$ cat config.mk
export PLATFORM = sky130hd
export DESIGN_NAME = instruction_fetch_unit
export DESIGN_NICKNAME = d
export VERILOG_FILES = /design/src/rtl/instruction_fetch_unit.sv
export SDC_FILE = /design/constraint.sdc
export NUM_CORES = 1
export LEC_CHECK = 0
export BUFFER_PORTS_ARGS = -buffer_cell sky130_fd_sc_hd__buf_2
export CAP_MARGIN = 0
export CORE_AREA = 2 2 98 100
export CTS_BUF_LIST = sky130_fd_sc_hd__clkbuf_2
export DETAILED_ROUTE_END_ITERATION = 12
export DIE_AREA = 0 0 100 102
export PLACE_DENSITY = 0.94
export SETUP_SLACK_MARGIN = 0.2
export SYNTH_ARGS = -nofsm -noshare
export SYNTH_HDL_FRONTEND = slang
export SYNTH_SLANG_ARGS = --single-unit
$ cat constraint.sdc
create_clock -name clk -period 4.32 [get_ports clk]
set_input_delay 0.648 -clock clk [delete_from_list [all_inputs] [get_ports clk]]
set_output_delay 0.648 -clock clk [all_outputs]
set_load 0.02 [all_outputs]
$ cat src/rtl/instruction_fetch_unit.sv
// Fetch stage: program counter, next-PC selection and the IF/ID pipeline register.
// Optional perf counters are compiled in when FETCH_PERF_COUNTERS_EN is defined.
module instruction_fetch_unit #(
    parameter int                    DATA_WIDTH   = 32,
    parameter logic [DATA_WIDTH-1:0] TEXT_BASE    = 32'h0040_0000,
    parameter int                    MEMORY_DEPTH = 64,
    parameter logic [DATA_WIDTH-1:0] NOP_WORD     = 32'h0000_0000
) (
    input  logic                  clk,
    input  logic                  reset,
    input  logic                  Stall_i,
    input  logic                  Flush_i,
    input  logic                  Branch_Taken_i,
    input  logic [DATA_WIDTH-1:0] Branch_Target_i,
    input  logic                  Jump_i,
    input  logic [25:0]           Jump_Index_i,
    input  logic                  Jump_Reg_i,
    input  logic [DATA_WIDTH-1:0] Jump_Reg_Addr_i,
    input  logic [DATA_WIDTH-1:0] Instruction_i,
    output logic [DATA_WIDTH-1:0] PC_o,
    output logic [DATA_WIDTH-1:0] IF_ID_Instruction_o,
    output logic [DATA_WIDTH-1:0] IF_ID_PC_Plus4_o,
    output logic                  IF_ID_Valid_o,
`ifdef FETCH_PERF_COUNTERS_EN
    output logic [31:0]           Fetch_Count_o,
    output logic [31:0]           Bubble_Count_o,
`endif
    output logic                  Fetch_Error_o
);

    // One extra bit so the upper bound cannot overflow near the top of memory.
    localparam logic [DATA_WIDTH:0] TEXT_LIMIT =
        {1'b0, TEXT_BASE} + (DATA_WIDTH+1)'(4 * MEMORY_DEPTH);

    logic [DATA_WIDTH-1:0] pc_q, pc_d;
    logic [DATA_WIDTH-1:0] ifid_instr_q, ifid_instr_d;
    logic [DATA_WIDTH-1:0] ifid_pc4_q, ifid_pc4_d;
    logic                  ifid_valid_q, ifid_valid_d;
    logic                  fetch_err_q, fetch_err_d;

    logic [DATA_WIDTH-1:0] pc_plus4;
    logic [DATA_WIDTH-1:0] jump_target;
    logic                  fault;
    logic                  redirect;
    logic                  load_valid;
    logic                  load_bubble;

    assign pc_plus4    = pc_q + DATA_WIDTH'(4);
    assign jump_target = {ifid_pc4_q[DATA_WIDTH-1:DATA_WIDTH-4], Jump_Index_i, 2'b00};
    assign fault       = (pc_q[1:0] != 2'b00) || (pc_q < TEXT_BASE) ||
                         ({1'b0, pc_q} >= TEXT_LIMIT);
    assign redirect    = (Jump_Reg_i || Jump_i || Branch_Taken_i) && !Stall_i;

    always_comb begin
        pc_d         = pc_plus4;
        ifid_instr_d = ifid_instr_q;
        ifid_pc4_d   = ifid_pc4_q;
        ifid_valid_d = ifid_valid_q;
        fetch_err_d  = fetch_err_q;
        load_valid   = 1'b0;
        load_bubble  = 1'b0;

        // A fault freezes the PC at the offending address until reset.
        if (fetch_err_q || Stall_i || fault) begin
            pc_d = pc_q;
        end else if (Jump_Reg_i) begin
            pc_d = Jump_Reg_Addr_i;
        end else if (Jump_i) begin
            pc_d = jump_target;
        end else if (Branch_Taken_i) begin
            pc_d = Branch_Target_i;
        end

        if (fault && !Stall_i) begin
            fetch_err_d = 1'b1;
        end

        if (Flush_i) begin
            ifid_instr_d = NOP_WORD;
            ifid_valid_d = 1'b0;
            load_bubble  = 1'b1;
        end else if (Stall_i) begin
            ifid_instr_d = ifid_instr_q;
        end else if (fault) begin
            ifid_instr_d = NOP_WORD;
            ifid_valid_d = 1'b0;
            load_bubble  = 1'b1;
        end else if (redirect) begin
            // Squash the sequential fetch: one bubble per redirect.
            ifid_instr_d = NOP_WORD;
            ifid_pc4_d   = pc_plus4;
            ifid_valid_d = 1'b0;
            load_bubble  = 1'b1;
        end else begin
            ifid_instr_d = Instruction_i;
            ifid_pc4_d   = pc_plus4;
            ifid_valid_d = 1'b1;
            load_valid   = 1'b1;
        end
    end

    always_ff @(posedge clk) begin
        if (!reset) begin
            pc_q         <= TEXT_BASE;
            ifid_instr_q <= NOP_WORD;
            ifid_pc4_q   <= '0;
            ifid_valid_q <= 1'b0;
            fetch_err_q  <= 1'b0;
        end else begin
            pc_q         <= pc_d;
            ifid_instr_q <= ifid_instr_d;
            ifid_pc4_q   <= ifid_pc4_d;
            ifid_valid_q <= ifid_valid_d;
            fetch_err_q  <= fetch_err_d;
        end
    end

    assign PC_o                = pc_q;
    assign IF_ID_Instruction_o = ifid_instr_q;
    assign IF_ID_PC_Plus4_o    = ifid_pc4_q;
    assign IF_ID_Valid_o       = ifid_valid_q;
    assign Fetch_Error_o       = fetch_err_q;

`ifdef FETCH_PERF_COUNTERS_EN
    logic [31:0] fetch_cnt_q, fetch_cnt_d;
    logic [31:0] bubble_cnt_q, bubble_cnt_d;

    always_comb begin
        fetch_cnt_d  = fetch_cnt_q;
        bubble_cnt_d = bubble_cnt_q;
        if (load_valid && (fetch_cnt_q != 32'hFFFF_FFFF)) begin
            fetch_cnt_d = fetch_cnt_q + 32'd1;
        end
        if (load_bubble && (bubble_cnt_q != 32'hFFFF_FFFF)) begin
            bubble_cnt_d = bubble_cnt_q + 32'd1;
        end
    end

    always_ff @(posedge clk) begin
        if (!reset) begin
            fetch_cnt_q  <= '0;
            bubble_cnt_q <= '0;
        end else begin
            fetch_cnt_q  <= fetch_cnt_d;
            bubble_cnt_q <= bubble_cnt_d;
        end
    end

    assign Fetch_Count_o  = fetch_cnt_q;
    assign Bubble_Count_o = bubble_cnt_q;
`else
    logic unused_counters;
    assign unused_counters = load_valid ^ load_bubble;
`endif

endmodule

==> results.md <==
* ANT nets after route at 0
* Die Y at 102 um
* Worst Setup SP: PC_o[22]
* Slew margin rel. at 0.209
* Most frequent cells in the layout: buf_2, dfxtp_1, nor2_1, nand2_1, a22oi_1
* Mapped Nets at around 660
* Worst setup path category: register to register
* Most used DFF post-synth: dfxtp_1
* GPL Wtd Cong at about 0.88
* Fmax at ~360 MHz
* First-pass GRT wire length at 22.1 mm
* Die width at ~100 um
* Mapped Avg Cell Area at about 8.7 um2
* Setup WS pre-CTS at about 1.6 ns
* Number of clock sinks at slightly below 100
* Final setup viols at 0
* Post-synth EDFFs at 0
* Min Tclk post-route at between 2 and 3 ns
* Nets at 850
* Placed insts at roughly 800
* Num rows at 35
* Vias in the first global route at roughly 4500
* CTS-repair resized insts at 0
* Worst R2R Setup Slack at approximately 1.5 ns
* All-layer global routing usage at 0.271
* Commonest non-fill, non-tap cell in the layout: buf_2
* Core region area at just over 9000 um2
* Layout cell share with drive strength beyond 1 at 0.360
* Max FO, Critical Path at 12
* Data arrival, critical path at approximately 3.3 ns
* Iter 0 DRT Violations at around 260
* Clock transition at the registers of the reported paths at ~0.30 ns
* Final hold vios at 0
* Clk Latency, worst-skew pair at between 0.5 and 0.6 ns
* RSZ-0062 raised after global routing: no
* Clk buf depth at 2
* H-tree levels at 3
* Remaining DRCs at 0
* Worst Setup EP: PC_o[14]
* Pins Over Slew Limit at 0
* VDD IR max at 0.383 mV
* Via count of the routed design at a little under 5000
* Worst Hold Depth at 3
* Layout area overhead at 26.5%
* Largest net degree at the start of global routing at between 50 and 60
* Power Dens Cells at approximately 530 nW/um2
* Period utilisation layout at 0.643
* Drt wl/cell at roughly 17 um
* Die area at 10200 um2
* Critical R2R Launch: PC_o[22]
* Worst hold-check path type: input pin to register
* Yosys reg bits at 98
* R2r endpoint: PC_o[14]
* Worst setup EP type: register
* Hold_buf cts at 0
* CTS tree: built
* Clk_skew at 0.0406 ns
* Crit start category: register
* Antenna violations before repair at 0
* Final Non-Filler Cells at 835
* Synth async-reset ratio at 0
* YS warnings at 0
* Worst Slack Setup Final at roughly 1.5 ns
* DP HPWL at around 11 mm
* Post-Route WL at roughly 15 mm
* WP data required at between 4 and 5 ns
* Post-Route Setup TNS at 0 ns
* Initial Util at 0.500
* TritonCTS buffer count at 9
* Root Driver: clkbuf_2
* Number of top-level pins at between 200 and 250
* Total setup buffers inserted after CTS at 0
* TritonRoute pass-1 iters at 5
* Total gr overflow at 0
* Lkg Pwr at ~2.7 nW
* Mapped Cells at about 530
* Unique masters post-synth at 64
* Outcome: complete, no violations
* Cells on worst reg2reg path at 5
* Syn Std Cell Area at around 4600 um2
* N_diodes at 0
* Worst Tran Pin Value at 1.19 ns
* Max-cap violations at 0
* Sequential share of the synthesized area at 0.431
* Vias/cell at about 5.9
* Port buffer count at 226
-- final cells by class --
cell class	count	area, um2
Sequential cell	98	1960
Clock buffer	9	45.0
Tap cell	111	139
Fill cell	820	3350
Multi-Input combinational cell	369	2350
Timing Repair Buffer	231	1170
Clock inverter	7	57.6
Inverter	10	37.5
-- layer usage --
metal | global-route usage | vias up | part of all wire
met4 | 0.100 | 0 | 0.019
met2 | 0.457 | 261 | 0.49
met3 | 0.0465 | 29 | 0.081
met1 | 0.350 | 2318 | 0.41
met5 | 0 | - | 0
li1 | - | 2327 | -
-- flip-flops by register name, summed over array words and instances, names as in the netlist --
name and cells:
Fetch_Error_o 1, IF_ID_PC_Plus4_o 32, IF_ID_Instruction_o 32, IF_ID_Valid_o 1
PC_o 32
-- synthesized netlist by cell type, types with 3 or more instances --
library cell  instances  area (um2)
nand2_1              44         165
a21oi_1              17        85.1
o31ai_1               4        30.0
a32o_1                3        30.0
o21a_1               10        75.1
or4_1                 6        45.0
nand4_1               7        43.8
a2111oi_0             3        26.3
and3_1               24         150
or2_2                 4        25.0
a21o_1                3        22.5
clkbuf_1             36         135
nor4_1                7        43.8
dfxtp_1              98        1960
nand3_1              10        50.1
buf_6                 3        33.8
a22oi_1              40         300
nand2b_1              8        50.1
a31oi_1               5        31.3
nor2_1               46         173
a221oi_1              7        61.3
nor3_1                9        45.0
buf_2                 4        20.0
a221o_1               3        30.0
o221ai_1              3        26.3
a211oi_1              4        30.0
nor4_2                3        37.5
o311ai_0              3        26.3
or3_1                 3        18.8
xnor2_1               3        26.3
mux2i_1              14         140
o21ai_0              28         140
nor2b_1              15        93.8
inv_1                 8        30.0
buf_1                 3        11.3
-- where the power goes --
part           internal (mW)  switching, mW
clock network         0.0879          0.332
logic                  0.525          0.873
registers               1.04          0.209
-- worst min path at each step --
stage / from / endpoint
after floorplan: PC_o[1] / PC_o[1]
after global placement: IF_ID_PC_Plus4_o[22] / IF_ID_PC_Plus4_o[22]
after detailed placement: IF_ID_PC_Plus4_o[12] / IF_ID_PC_Plus4_o[12]
after CTS: Instruction_i[1] / IF_ID_Instruction_o[1]
after global routing: Instruction_i[17] / IF_ID_Instruction_o[17]
final: Instruction_i[1] / IF_ID_Instruction_o[1]
-- metrics by stage --
stage                     cell area [um2]  total power, mW   util  hold slack [ns]
after detailed placement             5660             2.64  0.621            0.464
after global routing                 5760             3.25  0.632            0.250
after floorplan                      4550             2.24      -            0.501
after global placement               5660             2.59  0.621            0.458
after CTS                            5760             3.06  0.632            0.261
final                                5760             3.07  0.632            0.294
-- worst max-delay path, cell delays in order (launching register included) --
cell and delay (ns):
dfxtp_1 0.50, nor4b_2 0.35, nand4_1 0.37, or4_1 0.86, a2111oi_0 0.52, o21a_1 0.16
-- logic make-up (layout without fill, tap and decap cells) --
| family | count (synthesis) | in the layout | synth area share |
|---|---|---|---|
| flip-flops | 98 | 98 | 0.431 |
| buffers and inverters | 59 | 257 | 0.0566 |
| XOR/XNOR | 4 | 4 | 0.00770 |
| AND/OR/NAND/NOR | 196 | 196 | 0.229 |
| AO/OA/AOI/OAI | 152 | 152 | 0.237 |
| adder cells (fa/ha/maj) | 2 | 2 | 0.00550 |
| multiplexers | 15 | 15 | 0.0333 |
(Power assumes the default switching activity.)
